$ cat src/rtl/serial_byte_rx.sv
// Asynchronous serial byte receiver: idle-high line, start bit, 8 data bits LSB first, stop bit.
// Optional even-parity bit between the data and stop bits when SERIAL_BYTE_RX_PARITY_EN is defined.
module serial_byte_rx #(
   parameter int CLKS_PER_BIT = 16,
   parameter int CNT_W        = 16
) (
   input  logic       C,
   input  logic       Reset,
   input  logic       RxD,
   output logic [7:0] PO,
   output logic       Valid,
   output logic       FrameErr,
   output logic       ParErr,
   output logic       Busy
);

   // state     | meaning
   // IDLE      | line idle, waiting for a low level
   // START     | half a bit period, confirm the start bit at its centre
   // DATA      | eight full bit periods, sample each data bit at its centre
   // PARITY    | one bit period, sample the even-parity bit (parity build only)
   // STOP      | one bit period, sample the stop bit and issue strobes
   // WAIT_HIGH | after a framing error, wait for the line to return high
   typedef enum logic [2:0] {
      IDLE, START, DATA, STOP, WAIT_HIGH
`ifdef SERIAL_BYTE_RX_PARITY_EN
      , PARITY
`endif
   } state_t;

   localparam logic [CNT_W-1:0] HALF_TC = CNT_W'(CLKS_PER_BIT / 2 - 1);
   localparam logic [CNT_W-1:0] FULL_TC = CNT_W'(CLKS_PER_BIT - 1);
   localparam logic [CNT_W-1:0] ONE     = CNT_W'(1);

   state_t           state, state_nxt;
   logic             sync1, rx_s;
   logic [CNT_W-1:0] cnt, cnt_nxt;
   logic [2:0]       idx, idx_nxt;
   logic [7:0]       sh, sh_nxt;
   logic [7:0]       po_nxt;
   logic             valid_nxt, ferr_nxt;

`ifdef SERIAL_BYTE_RX_PARITY_EN
   logic par_bad, par_bad_nxt;
   logic perr_q, perr_nxt;
   assign ParErr = perr_q;
`else
   assign ParErr = 1'b0;
`endif

   assign Busy = (state != IDLE);

   always_ff @(posedge C or posedge Reset) begin
      if (Reset) begin
         sync1    <= 1'b1;
         rx_s     <= 1'b1;
         state    <= IDLE;
         cnt      <= '0;
         idx      <= '0;
         sh       <= '0;
         PO       <= '0;
         Valid    <= 1'b0;
         FrameErr <= 1'b0;
`ifdef SERIAL_BYTE_RX_PARITY_EN
         par_bad  <= 1'b0;
         perr_q   <= 1'b0;
`endif
      end else begin
         sync1    <= RxD;
         rx_s     <= sync1;
         state    <= state_nxt;
         cnt      <= cnt_nxt;
         idx      <= idx_nxt;
         sh       <= sh_nxt;
         PO       <= po_nxt;
         Valid    <= valid_nxt;
         FrameErr <= ferr_nxt;
`ifdef SERIAL_BYTE_RX_PARITY_EN
         par_bad  <= par_bad_nxt;
         perr_q   <= perr_nxt;
`endif
      end
   end

   always_comb begin
      state_nxt = state;
      cnt_nxt   = cnt;
      idx_nxt   = idx;
      sh_nxt    = sh;
      po_nxt    = PO;
      valid_nxt = 1'b0;
      ferr_nxt  = 1'b0;
`ifdef SERIAL_BYTE_RX_PARITY_EN
      par_bad_nxt = par_bad;
      perr_nxt    = 1'b0;
`endif
      case (state)
         IDLE: begin
            if (!rx_s) begin
               state_nxt = START;
               cnt_nxt   = '0;
            end
         end
         START: begin
            if (cnt == HALF_TC) begin
               cnt_nxt = '0;
               if (!rx_s) begin
                  state_nxt = DATA;
                  idx_nxt   = '0;
`ifdef SERIAL_BYTE_RX_PARITY_EN
                  par_bad_nxt = 1'b0;
`endif
               end else begin
                  state_nxt = IDLE;
               end
            end else begin
               cnt_nxt = cnt + ONE;
            end
         end
         DATA: begin
            if (cnt == FULL_TC) begin
               cnt_nxt = '0;
               sh_nxt  = {rx_s, sh[7:1]};
               idx_nxt = idx + 3'd1;
               if (idx == 3'd7) begin
`ifdef SERIAL_BYTE_RX_PARITY_EN
                  state_nxt = PARITY;
`else
                  state_nxt = STOP;
`endif
               end
            end else begin
               cnt_nxt = cnt + ONE;
            end
         end
`ifdef SERIAL_BYTE_RX_PARITY_EN
         PARITY: begin
            if (cnt == FULL_TC) begin
               cnt_nxt     = '0;
               par_bad_nxt = rx_s ^ (^sh);
               state_nxt   = STOP;
            end else begin
               cnt_nxt = cnt + ONE;
            end
         end
`endif
         STOP: begin
            if (cnt == FULL_TC) begin
               cnt_nxt = '0;
               if (rx_s) begin
                  state_nxt = IDLE;
`ifdef SERIAL_BYTE_RX_PARITY_EN
                  if (par_bad) begin
                     perr_nxt = 1'b1;
                  end else begin
                     valid_nxt = 1'b1;
                     po_nxt    = sh;
                  end
`else
                  valid_nxt = 1'b1;
                  po_nxt    = sh;
`endif
               end else begin
                  // Framing error: park until the line recovers so a break gives one strobe
                  state_nxt = WAIT_HIGH;
                  ferr_nxt  = 1'b1;
`ifdef SERIAL_BYTE_RX_PARITY_EN
                  perr_nxt  = par_bad;
`endif
               end
            end else begin
               cnt_nxt = cnt + ONE;
            end
         end
         WAIT_HIGH: begin
            if (rx_s) state_nxt = IDLE;
         end
         default: state_nxt = IDLE;
      endcase
   end

endmodule

$ cat config.mk
export PLATFORM = sky130hd
export DESIGN_NAME = serial_byte_rx
export DESIGN_NICKNAME = d
export VERILOG_FILES = /design/src/rtl/serial_byte_rx.sv
export SDC_FILE = /design/constraint.sdc
export NUM_CORES = 1
export LEC_CHECK = 0
export ABC_CLOCK_PERIOD_IN_PS = 4500
export CAP_MARGIN = 20
export CELL_PAD_IN_SITES_DETAIL_PLACEMENT = 0
export CELL_PAD_IN_SITES_GLOBAL_PLACEMENT = 1
export CORE_ASPECT_RATIO = 1.75
export CORE_MARGIN = 2
export CORE_UTILIZATION = 30
export CTS_CLUSTER_DIAMETER = 150
export DETAILED_ROUTE_END_ITERATION = 10
export GPL_ROUTABILITY_DRIVEN = 0
export PLACE_DENSITY_LB_ADDON = 0.15
export SYNTH_ARGS = -nofsm -noshare
export SYNTH_HDL_FRONTEND = slang
export SYNTH_SLANG_ARGS = --single-unit
$ cat constraint.sdc
create_clock -name C -period 4.5 [get_ports C]
set_input_delay 0.675 -clock C [delete_from_list [all_inputs] [get_ports C]]
set_output_delay 0.675 -clock C [all_outputs]
set_load 0.01 [all_outputs]
After elaboration in Yosys (flattened, before gate mapping). Cells that the tools add are included.

Eq/ne operators: 14. Add/subtract/negate cells: 2. Bitwise logic cells: 0. Divide/modulo/power cells: 0. Shifts and indexed selects: 0. Multiplexer cells: 23. Reductions and logical operators: 10. Order comparisons: 0. Multipliers: 0.

Operators by type and width (count): $mux W16 (3); $pmux W16 S3 (1); $mux W3 (10); $add A16 B1 Y16 const B (1); $eq A16 B3 Y1 const B (1); $eq A16 B4 Y1 const B (1); $pmux W3 S5 (1); $ne A2 B2 Y1 const B (7); $eq A3 B2 Y1 const B (2); $eq A3 B3 Y1 const B (2); $mux W1 (6); $pmux W3 S2 (1); $reduce_and A6 Y1 (1); $reduce_bool A3 Y1 (2); $reduce_and A2 Y1 (2); $reduce_and A4 Y1 (1); $add A3 B1 Y3 const B (1); $eq A3 B1 Y1 const B (1); $logic_not A3 Y1 (1); $reduce_and A3 Y1 (1); $mux W2 (1); $reduce_bool A2 Y1 (1); $reduce_or A2 Y1 (1).

Output and inout bits: 12. Memory bits (writable): 0. Latch bits: 0. Memories kept: 0. ROM bits: 0. Input port bits: 3. Register bits after elaboration: 42.

Logic depth before layout (Yosys ltp).
Word-level depth: 4. Mapped depth: 6.

Worst setup path after synthesis. No wires, ideal clock.

Kind: register to register. Start point: reg cnt[0]. End point: reg sh[0]. Data arrival time: 1845 ps. Path slack: 2531 ps. Cell stages (with the launch flop): 7. Buffers on the path: 1. Cells stage by stage: dfrtp_1 > ha_1 > nand3_1 > or3_1 > nor3_2 > buf_4 > mux2_2.

Cells in the longest elaborated chain, start to end: 2.

Ends and longest elaborated chain: start, declared (RTL line 37) `logic [CNT_W-1:0] cnt, cnt_nxt;`; start signal, assigned (RTL line 72) `cnt <= cnt_nxt;`; $eq A16 B4 Y1 (RTL line 121) `if (cnt == FULL_TC) begin`; $reduce_and A2 Y1 (no line); end signal, assigned (RTL line 74) `sh <= sh_nxt;`; end, declared (RTL line 39) `logic [7:0] sh, sh_nxt;`.

No other way between the ends. A chain may end at the register's enable or synchronous reset.

Final worst setup path.
Start point: reg cnt[0]. End point: reg sh[2].

Same word-level chain as after synthesis.

==> impl_results.md <==
- Reg-to-reg slack, setup: ~2 ns
- Min-delay worst type: register to register
- CP Launch Type: register
- Slowest cell delay on critical path: between 0.6 and 0.7 ns
- CP required: 4.67 ns
- Yosys top cell by area: dfrtp_1
- Comb power frac: a little under a fifth
- CTS tree: yes
- Worst Path Buf+Inv: 0
- Number of failing hold endpoints at the final stage: 0
- Vias/cell: about 5.2
- Number of max-cap violations: 0
- I/O Pins: 15
- H-tree depth: 2
- Crit path cell chain: ha_1 > nand3_1 > or3_1 > nor3_2 > mux2_2
- CP max stage cell: nor3_2
- Hold_buf cts: 0
- Inserted Clock Buffers: 5
- Largest family of logic cells by synthesized area: simple AND/OR/NAND/NOR gates
- Clock skew: slightly above 0.005 ns
- Post-synthesis xor/xnor area fraction: between 2 and 2.5%
- M3 GR Usage: between 3 and 4%
- Seq/Total Area, Yosys: between 50% and 60%
- List of most frequent post-synthesis cells: dfrtp_1, mux2_2, nor2_1
- Clock sink count: 42
- Count of different cell masters after synthesis: 50
- Cell with the most instances after synthesis: dfrtp_1
- Syn avg cell area: approximately 11 µm²
- Crit. End Element: register
- Power, Total: 1.096 mW
- GRT overflow: 0
- GRT Total Usage: 14.53%
- Chip width: between 60 and 70 µm
- CORE AREA: approximately 6800 µm²
- CTS resizes: 0
- Sequential share of power: a little over two fifths
- Largest cells by area after synthesis: dfrtp_1, mux2_2, dfstp_2
- Via count: 1,467
- Sum of negative setup slack: 0 ns
- Status: finished clean
- Min Tclk post-route: about 2.5 ns
- Post-DP HPWL: approximately 3600 µm
- Layout Nets: 201
- Worst-path fanout max: 11
- Worst EP arrival: roughly 2.7 ns
- Peak VDD IR: approximately 0.00022 V
- Clock slew at reported path FFs: around 0.06 ns
- WL/cell: around 17 µm
- Clock root cell: clkbuf_16
- Met2 global-route usage: between 20 and 30%
- Clk buf depth: 2
- Post-synthesis adder-cell area fraction: about 1.8%
- Ys flop type: dfrtp_1
- Starting DRC count in detailed routing: 57
- Worst slew pin tran: slightly below 0.8 ns
- Final Cycle Share: a little under three fifths
- Pre-antenna DRT Iters: 4
- Cell area after synthesis: about 2100 µm²
- Synth Register Bits: 42
- # port buffers: 13
- P_sw: ~0.35 mW
- Asr flop ratio synth: 100.0%
- Leakage: between 1 and 1.5 nW
- Critical path class: register to register
- Syn Nets: approximately 190
- Drt drc: 0
- Post-synth EDFFs: 0
- Area grow syn2layout: 17.75%
- Global-route wire length before repair: roughly 8000 µm
- Highest Clock Rate: about 0.39 GHz
- Pin count of the biggest net entering global routing: 43
- Syn Inst Count: 182
- Clk pwr share: ~38%
- Initial antenna violation count: 0
- Post-route ant nets: 0
- Worst rel slew slack: approximately half
- Postcts setup bufs: 0
- Share of cells above drive strength 1: between 20% and 30%
- Ant diodes: 0
- Initial Utilization: 30.66%
- RSZ-0062 raised after global routing: no
- PD cells: 446.2 nW/µm²
- Warnings, synthesis: 0
- Routing usage on met1: between 15 and 20%
- Die area: approximately 7700 µm²
- Cell internal pwr: between 0.7 and 0.8 mW
- Busiest grt layer: met2
- DRT Wirelength: roughly 4900 µm
- Row cnt: 40
- Final setup fails: 0
- Number of global-route vias before repair: approximately 1,600
- Yosys top cell area share: 47.96%
- Cell family with most CP delay: simple AND/OR/NAND/NOR gates
- Die Ht: approximately 110 µm
- Sw Share: approximately 32%
- Fin. max-slew vios: 0
- Synth Area in Compound Gates: approximately an eighth
- Post-synthesis mux area share: 9.652%
- Hold_ws: approximately 0.36 ns
- Clock Latency Late Sink: just under 0.3 ns
- Post-Synth Simple-Gate Area: between 20% and 30%
## final cells by class
| cell class | count | area, µm² |
|---|---|---|
| fill | 719 | 4349 |
| sequential | 42 | 1054 |
| multi-input combinational | 127 | 972.2 |
| timing repair buffer | 14 | 137.6 |
| clock buffer | 5 | 125.1 |
| tap | 84 | 105.1 |
| clock inverter | 3 | 45.04 |
| inverter | 5 | 18.77 |
## layout by cell type, fill, tap and decap left out, types with 2 or more instances in the layout
master / Yosys / routed
a21oi_1: 8 / 8
nor4_1: 4 / 4
nand3_1: 6 / 6
nor3_1: 4 / 4
clkbuf_16: 0 / 5
nor4_2: 3 / 3
dfstp_2: 2 / 2
o31ai_1: 3 / 3
or3_1: 8 / 8
mux2_2: 17 / 17
xnor2_1: 5 / 5
nand4_1: 2 / 2
nand2_1: 7 / 7
clkdlybuf4s50_1: 0 / 13
nor2_1: 11 / 11
ha_1: 3 / 3
a22o_1: 2 / 2
clkinvlp_4: 0 / 2
inv_1: 5 / 5
o41ai_1: 2 / 2
and4_1: 2 / 2
and3_1: 5 / 5
dfrtp_1: 40 / 40
o21ai_0: 9 / 9
## power groups by stage
stage | logic (mW) | clock network (mW) | registers (mW)
floorplan | 0.177 | 0 | 0.441
global placement | 0.205 | 0 | 0.474
detailed placement | 0.214 | 0 | 0.478
CTS | 0.214 | 0.428 | 0.471
global route | 0.233 | 0.445 | 0.479
finish | 0.209 | 0.416 | 0.472
## sequential cells by signal (all words and copies together), names as in the netlist
signal / count
sync1: 1
idx: 3
FrameErr: 1
PO: 8
state: 3
rx_s: 1
cnt: 16
Valid: 1
sh: 8
## worst reg2reg max path, delay by kind of cell, from the launching register on
family        cells  cell delay, ns
simple gates      3            1.35
mux               1            0.42
flops             1            0.42
fa+ha+maj         1            0.25
## cells by family after synthesis
family,Yosys count
AND/OR/NAND/NOR,66
flip-flops,42
buffers and inverters,13
AO/OA/AOI/OAI,34
multiplexers,18
adder cells (fa/ha/maj),3
XOR/XNOR,5
other,1
## final timing paths
path	startpoint	end	cells after the start
setup / recovery	cnt[0]	sh[2]	5
hold / removal	sync1	rx_s	0
setup reg to reg	cnt[0]	sh[2]	5
hold reg to reg	sync1	rx_s	0
max in group asynchronous	Reset	sync1	3
min in group asynchronous	Reset	cnt[2]	3
## stage by stage
step / setup slack [ns] / instances / cell area (µm²) / util, %
CTS: 1.938 / 280 / 2457 / 36.10
global route: 1.749 / 280 / 2457 / 36.10
detailed placement: 1.942 / 272 / 2287 / 33.60
global placement: 2.035 / 272 / 2287 / 33.60
floorplan: 2.531 / 182 / 2087 / -
finish: 1.955 / 280 / 2457 / 36.10
## per-layer routing
layer	routed length, µm	part of all wire (%)	vias to the layer above
met5	0	0	-
met4	193	4.0	0
met3	131	2.7	10
met2	2703	55	23
met1	1849	38	735
li1	-	-	699
Power figures use the tool's default switching activity.
